<file path="config.mk">
export PLATFORM = sky130hd
export DESIGN_NAME = leaf_rr_scheduler
export DESIGN_NICKNAME = d
export VERILOG_FILES = /design/src/rtl/leaf_rr_scheduler.sv
export SDC_FILE = /design/constraint.sdc
export NUM_CORES = 1
export LEC_CHECK = 0
export ABC_CLOCK_PERIOD_IN_PS = 5400
export CAP_MARGIN = 5
export CORE_MARGIN = 2
export CORE_UTILIZATION = 45
export CTS_CLUSTER_DIAMETER = 100
export DETAILED_ROUTE_END_ITERATION = 12
export GPL_TIMING_DRIVEN = 1
export HOLD_SLACK_MARGIN = 0.12
export PLACE_DENSITY = 0.66
export SLEW_MARGIN = 20
export SYNTH_ARGS = -nofsm -noshare
export SYNTH_HDL_FRONTEND = slang
export SYNTH_SLANG_ARGS = --single-unit
</file>
<file path="constraint.sdc">
create_clock -name clk -period 5.4 [get_ports clk]
set_input_delay 1.08 -clock clk [delete_from_list [all_inputs] [get_ports clk]]
set_output_delay 1.08 -clock clk [all_outputs]
set_load 0.05 [all_outputs]
</file>
<file path="src/rtl/leaf_rr_scheduler.sv">
// Round-robin grant scheduler for the leaf instances of one subtree.
// One registered one-hot tenure at a time, hold limit with block-until-release.
//
// state    | meaning
// ---------+--------------------------------------------------------------
// IDLE     | no tenure; pick next eligible leaf round-robin after rr_ptr
// GRANT    | tenure active; hold_cnt = cycles gnt has been high
// COOLDOWN | single dead cycle after release or timeout
module leaf_rr_scheduler #(
  parameter int NUM_REQ  = 5,
  parameter int MAX_HOLD = 16,
  parameter int ID_W     = 3,
  parameter int CNT_W    = 5
) (
  input  logic               clk,
  input  logic               rst,
  input  logic [NUM_REQ-1:0] req,
  output logic [NUM_REQ-1:0] gnt,
  output logic               gnt_valid,
  output logic [ID_W-1:0]    gnt_id,
  output logic               timeout,
  output logic [NUM_REQ-1:0] blocked
);

  typedef enum logic [1:0] {IDLE, GRANT, COOLDOWN} state_t;

  state_t             state, state_nxt;
  logic [CNT_W-1:0]   hold_cnt, hold_nxt;
  logic [ID_W-1:0]    rr_ptr, ptr_nxt, id_nxt, winner;
  logic [NUM_REQ-1:0] gnt_nxt, blocked_nxt, eligible;
  logic               timeout_nxt, cur_req, at_limit;

  // First set bit of elig strictly after ptr, wrapping modulo NUM_REQ.
  function automatic logic [ID_W-1:0] rr_pick(input logic [NUM_REQ-1:0] elig,
                                               input logic [ID_W-1:0]    ptr);
    logic [ID_W-1:0] win;
    logic            found;
    int              sum;
    win   = '0;
    found = 1'b0;
    for (int i = 1; i <= NUM_REQ; i++) begin
      sum = int'(ptr) + i;
      if (sum >= NUM_REQ) sum = sum - NUM_REQ;
      if (!found && elig[sum[ID_W-1:0]]) begin
        win   = sum[ID_W-1:0];
        found = 1'b1;
      end
    end
    return win;
  endfunction

  assign eligible = req & ~blocked;
  assign winner   = rr_pick(eligible, rr_ptr);
  assign cur_req  = req[gnt_id];
  assign at_limit = (hold_cnt == CNT_W'(MAX_HOLD));

  always_ff @(posedge clk) begin
    if (rst) begin
      state     <= IDLE;
      gnt       <= '0;
      gnt_valid <= 1'b0;
      gnt_id    <= '0;
      timeout   <= 1'b0;
      blocked   <= '0;
      hold_cnt  <= '0;
      rr_ptr    <= ID_W'(NUM_REQ - 1);
    end else begin
      state     <= state_nxt;
      gnt       <= gnt_nxt;
      gnt_valid <= |gnt_nxt;
      gnt_id    <= id_nxt;
      timeout   <= timeout_nxt;
      blocked   <= blocked_nxt;
      hold_cnt  <= hold_nxt;
      rr_ptr    <= ptr_nxt;
    end
  end

  always_comb begin
    state_nxt = state;
    case (state)
      IDLE:     if (|eligible) state_nxt = GRANT;
      GRANT:    if (!cur_req || at_limit) state_nxt = COOLDOWN;
      COOLDOWN: state_nxt = IDLE;
      default:  state_nxt = IDLE;
    endcase
  end

  always_comb begin
    gnt_nxt     = '0;
    id_nxt      = '0;
    hold_nxt    = hold_cnt;
    ptr_nxt     = rr_ptr;
    timeout_nxt = 1'b0;
    // A blocked leaf is released the moment it drops its request.
    blocked_nxt = blocked & req;
    case (state)
      IDLE: begin
        if (|eligible) begin
          gnt_nxt  = NUM_REQ'(1) << winner;
          id_nxt   = winner;
          ptr_nxt  = winner;
          hold_nxt = CNT_W'(1);
        end
      end
      GRANT: begin
        if (!cur_req) begin
          hold_nxt = '0;
        end else if (at_limit) begin
          hold_nxt            = '0;
          timeout_nxt         = 1'b1;
          blocked_nxt[gnt_id] = 1'b1;
        end else begin
          gnt_nxt  = gnt;
          id_nxt   = gnt_id;
          hold_nxt = hold_cnt + CNT_W'(1);
        end
      end
      default: begin
        hold_nxt = '0;
      end
    endcase
  end

endmodule

</file>
=== After elaboration in Yosys (flattened, before gate mapping) ===
Index checks and enable logic that the tools add are counted.
Widths: inputs -> output; s select.

* Input port bits: 7
* Output and inout port bits: 15
* Bits in registers: 25

* Shift operators: 1
* Add/subtract/negate cells: 11
* Reductions and logical operators: 17
* Magnitude comparators: 12
* Muxes and demuxes: 47
* Eq/ne operators: 5
* Bitwise logic cells: 6

{| class="wikitable"
|+ Operator list
! cell !! count
|-
| $mux 5 || 9
|-
| $mux 3 || 13
|-
| $lt 3x4->1 const B || 6
|-
| $ge 4x3->1 const B || 5
|-
| $pmux 5 s2 || 2
|-
| $bmux 1 s3 || 6
|-
| $sub 3x3->3 const B || 5
|-
| $mux 1 || 12
|-
| $and 5x5->5 || 2
|-
| $reduce_or 5->1 || 2
|-
| $add 3x2->4 const B || 2
|-
| $add 3x3->4 const B || 2
|-
| $pmux 3 s2 || 1
|-
| $add 5x1->5 const B || 1
|-
| $eq 5x5->1 const B || 1
|-
| $logic_and 1x1->1 || 5
|-
| $logic_not 1->1 || 5
|-
| $not 5->5 || 1
|-
| $or 5x5->5 || 1
|-
| $shl 1x3->5 const A || 1
|-
| $add 3x1->4 const B || 1
|-
| $mux 2 || 2
|-
| $ne 2x2->1 const B || 2
|-
| $pmux 2 s2 || 1
|-
| 9 further kinds || 11
|}

=== Longest topological paths before layout ===
* Word-level depth: 22
* Depth in mapped cells: 15
* Depth with buffers taken out: 13

=== Least setup slack after synthesis ===
OpenSTA, ideal clock, no wires.

* Path kind: register to register
* From: reg rr_ptr[1]
* To: reg gnt[2]
* Setup time: 132 ps
* Arrival: 2955 ps
* Cell stages (with the launch flop): 14
* Buffers on the path: 2
* Slack: 2312 ps
* Cells stage by stage: dfxtp_1 -> clkbuf_1 -> inv_1 -> ha_1 -> buf_2 -> inv_2 -> or4_1 -> nand3b_1 -> nand2_1 -> mux2_1 -> a21oi_1 -> o32a_1 -> nand3b_1 -> a21oi_1

* Word-level cells in the longest chain between the ends: 21
* Elaborated cells between the ends (all ways): 50

{| class="wikitable"
|+ Ends and longest elaborated chain
! element !! line !! RTL
|-
| from (decl) || 29 || <nowiki>logic [ID_W-1:0] rr_ptr, ptr_nxt, id_nxt, winner;</nowiki>
|-
| from (signal assigned) || 66 || <nowiki>rr_ptr <= ID_W'(NUM_REQ - 1);</nowiki>
|-
| from (signal assigned) || 75 || <nowiki>rr_ptr <= ptr_nxt;</nowiki>
|-
| $add 3x1->4 || 42 || <nowiki>sum = int'(ptr) + i;</nowiki>
|-
| $ge 4x3->1 / $sub 3x3->3 (equally long branches) || 43 || <nowiki>if (sum >= NUM_REQ) sum = sum - NUM_REQ;</nowiki>
|-
| $mux 3 || 43 ||
|-
| $bmux 1 s3 || 44 || <nowiki>if (!found && elig[sum[ID_W-1:0]]) begin</nowiki>
|-
| $mux 1 (not written as such) || 44 ||
|-
| $mux 1 || 44 ||
|-
| $logic_not 1->1 || 44 ||
|-
| $logic_and 1x1->1 || 44 ||
|-
| [... 5 more ...] || - ||
|-
| $logic_and 1x1->1 || 44 ||
|-
| $mux 1 || 44 ||
|-
| $logic_not 1->1 || 44 ||
|-
| $logic_and 1x1->1 || 44 ||
|-
| $mux 3 (*) || 44 ||
|-
| $shl 1x3->5 (*) || 100 || <nowiki>gnt_nxt = NUM_REQ'(1) << winner;</nowiki>
|-
| $mux 5 (*) || 99 || <nowiki>if (|eligible) begin</nowiki>
|-
| $pmux 5 s2 (*) || 97 || <nowiki>case (state)</nowiki>
|-
| to (signal assigned) || 69 || <nowiki>gnt <= gnt_nxt;</nowiki>
|-
| to (decl) || 18 || <nowiki>output logic [NUM_REQ-1:0] gnt,</nowiki>
|}

Every way passes the cells marked *; elsewhere a longest branch is shown, timed or not. The select of a mux whose other input is x is not followed.
A chain may end at the register's enable or synchronous reset.

=== Worst setup path in the final report ===
* From: reg rr_ptr[0]
* To: reg gnt[2]

The elaborated chain is that of the path after synthesis.

==> results.txt <==
Status - finished clean
Starting Density - 47.4%
Pleak - 0.864 nW
Top_reg_cell synth - dfxtp_1
# IOs - 22
GRT overflow - 0
Gpl congestion - 1.01
GRT met3 Usage - 1.81%
Port Buffers - 21
Sum Neg Setup Slack - 0 ns
DP Wirelength - 3970 microns
Yosys cell types - 63
Nets - 298
Clock Latency Late Sink - 0.27 ns
Met2 Track Usage GR - 32.2%
Final min period - 3.76 ns
Max Buffers Root-to-Sink - 2
Syn Nets - 283
Worst slew margin - 50.2%
Area of the core - 4410 sq um
Vias per Instance - 5.98
Area after DPL - 2320 sq um
H-Tree Depth - 1
Sw Ratio - 51.1%
Logic pwr share - 69.5%
Drt wl/cell - 15.7 microns
Largest net degree at the start of global routing - 23
Peak Freq - 266 MHz
Flop and latch count out of synthesis - 25
Clk root buf - clkbuf_8
Post-CTS resize count - 0
Hold-fix buffers, CTS - 0
Grt met1 use - 30.5%
MaxCap Viol Count - 0
Die Wd - 72.2 microns
Least-Margin Pin Slew - 0.744 ns
Share of post-route cells with drive strength above 1 - 8.99%
Pwr Density - 541 nW/um^2
First-pass GRT wire length - 8960 microns
P_sw - 0.654 mW
Syn Area/Cell - 7.92 sq um
N_diodes - 0
Fin. Hold Viols - 0
Top Usage Layer GRT - met2
Worst Setup End Kind - register
Sequential power share - 21.8%
GR Util All Layers - 21.4%
Ys Warns - 0
Post-synth EDFFs - 0
DRT iter0 DRCs - 133
Peak VDD IR - 0.345 mV
Post-Syn Instances - 264
Initial antenna violation count - 0
Post-route ant nets - 0
Die area - 5210 sq um
Critical path type - register to register
Worst Path Required - 5.53 ns
Vias in the first global route - 1,862
Via count - 1,974
Critical Path Fanout Max - 21
Sequential area share after synthesis - 23.9%
Area growth syn-to-layout - 13.0%
Setup Buffers After CTS - 0
Final instance area - 2360 sq um
Clock share of power - 8.8%
Final Max Tran Viols - 0
CTS tree - yes
CP Launch Type - register
Row cnt - 24
Setup violations, final - 0
Clk slew on worst S/H paths - 0.09 ns
Netlist Area Pre-Place - 2090 sq um
CP arrival - 3.90 ns
Synth async-reset ratio - 0%
Internal Pwr Total - 0.626 mW
Final period util - 69.7%
CTS Buf Count - 3
Die Y - 72.2 microns
# DRC - 0
Filler Cell Count - 425
Routed Wire Length - 5190 microns
Hold WC Path Type - register to register
Unrepaired setup endpoints after global routing - false
Drt pass-1 iters - 4
Clock sink count - 25
Clk_skew - 0.00220 ns
## worst max-delay path: stages, from the launching register on
cell and delay, ns:
dfxtp_1 0.77, inv_2 0.30, ha_1 0.64, inv_2 0.17
or4_1 0.55, nand3b_1 0.12, nand2_1 0.12, mux2_1 0.34
a21oi_1 0.14, o32a_1 0.26, nand3b_1 0.14, a21oi_1 0.06
## logic make-up after synthesis
family,share of synthesized area (%)
compound gates,20.4
xor+xnor,3.71
fa+ha+maj,7.54
buf+inv,4.13
flops,23.9
mux,7.00
simple gates,33.3
## power groups by stage
stage / combinational [mW] / clock, mW / sequential, mW
floorplan: 0.652 / 0 / 0.325
global placement: 0.889 / 0 / 0.283
detailed placement: 0.878 / 0 / 0.282
CTS: 0.884 / 0.113 / 0.278
global route: 0.971 / 0.118 / 0.289
finish: 0.889 / 0.112 / 0.278
## cell type report
| cell class | count | area (sq um) | share of cell area, % |
|---|---|---|---|
| Multi-Input combinational cell | 218 | 1510 | 63.7 |
| Sequential cell | 25 | 500 | 21.2 |
| Timing Repair Buffer | 21 | 210 | 8.89 |
| Tap cell | 52 | 65.1 | 2.75 |
| Clock buffer | 3 | 41.3 | 1.75 |
| Inverter | 10 | 37.5 | 1.59 |
| Clock inverter | 1 | 5.00 | 0.212 |
## registers in the layout, indices dropped and copies added, names as in the netlist
| signal | cells |
|---|---|
| state | 2 |
| rr_ptr | 3 |
| gnt_valid | 1 |
| timeout | 1 |
| gnt_id | 3 |
| gnt | 5 |
| blocked | 5 |
| hold_cnt | 5 |
## path summary, 6_finish.rpt
check	from	to	slack, ns	cells past startpoint
setup / recovery	rr_ptr[0]$_SDFFE_PP0P_	gnt[2]$_SDFF_PP0_	1.64	11
hold / removal	gnt[4]$_SDFF_PP0_	gnt[4]$_SDFF_PP0_	0.47	2
setup reg to reg	rr_ptr[0]$_SDFFE_PP0P_	gnt[2]$_SDFF_PP0_	1.64	11
hold reg to reg	gnt[4]$_SDFF_PP0_	gnt[4]$_SDFF_PP0_	0.47	2
## cells in the final DEF (no fill, tap or decap), types with 2 or more instances in the layout
cell             synthesis  routed
and2_1                   2       2
a22oi_1                  2       2
nand4_1                  4       4
xor2_1                   3       3
a21oi_2                  2       2
mux2i_1                  4       4
o2bb2ai_1                2       2
or4_1                    2       2
o21ai_0                  5       5
ha_1                    11      11
a21oi_1                 16      16
dfxtp_1                 25      25
nor4_1                   3       3
mux2i_2                  2       2
inv_2                    3       3
clkbuf_8                 0       3
xnor2_1                  4       4
a211oi_1                 5       5
o21ai_1                  2       2
nor2b_1                  9       9
nand2_1                 40      40
nand3_1                  9       9
mux2_2                   2       2
o22ai_1                  4       4
nand2b_1                12      12
a31oi_1                  3       3
and4_1                   2       2
nand3b_1                 5       5
nor2_1                  21      21
inv_1                    7       7
nor3_1                   8       8
mux4_2                   2       2
clkdlybuf4s50_1          0      21
or3b_1                   3       3
## cells in the mapped netlist (2+ instances only)
| cell | instances | area [sq um] |
|---|---|---|
| nor3_1 | 8 | 40.0 |
| a22oi_1 | 2 | 15.0 |
| inv_1 | 7 | 26.3 |
| nor2b_1 | 9 | 56.3 |
| mux2i_1 | 4 | 40.0 |
| nor2_1 | 21 | 78.8 |
| or3b_1 | 3 | 26.3 |
| mux2i_2 | 2 | 27.5 |
| inv_2 | 3 | 11.3 |
| a21oi_1 | 16 | 80.1 |
| nand4_1 | 4 | 25.0 |
| xor2_1 | 3 | 26.3 |
| o21ai_0 | 5 | 25.0 |
| and2_1 | 2 | 12.5 |
| mux2_2 | 2 | 22.5 |
| ha_1 | 11 | 138 |
| nand3_1 | 9 | 45.0 |
| a21oi_2 | 2 | 17.5 |
| o21ai_1 | 2 | 10.0 |
| a31oi_1 | 3 | 18.8 |
| nand3b_1 | 5 | 37.5 |
| o2bb2ai_1 | 2 | 17.5 |
| nand2_1 | 40 | 150 |
| dfxtp_1 | 25 | 500 |
| xnor2_1 | 4 | 35.0 |
| a211oi_1 | 5 | 37.5 |
| clkbuf_1 | 5 | 18.8 |
| nand2b_1 | 12 | 75.1 |
| o22ai_1 | 4 | 25.0 |
| and4_1 | 2 | 17.5 |
| or4_1 | 2 | 15.0 |
| buf_2 | 6 | 30.0 |
| nor4_1 | 3 | 18.8 |
| mux4_2 | 2 | 45.0 |
## metrics by stage
stage	instances	total power, mW	worst slack, ns	util, %	hold slack (ns)
2_1_floorplan	264	0.977	2.31	-	0.474
3_3_place_gp	326	1.17	1.61	52.5	0.459
3_5_place_dp	326	1.16	1.65	52.5	0.454
4_1_cts	330	1.28	1.68	53.6	0.473
5_1_grt	330	1.38	1.36	53.6	0.491
6_report	330	1.28	1.64	53.6	0.468
## metal layers
| metal | vias to the layer above | wire length [microns] |
|---|---|---|
| li1 | 976 | - |
| met1 | 910 | 2430 |
| met2 | 69 | 2340 |
| met3 | 19 | 223 |
| met4 | 0 | 199 |
| met5 | - | 0 |
Power figures use the tool's default switching activity.
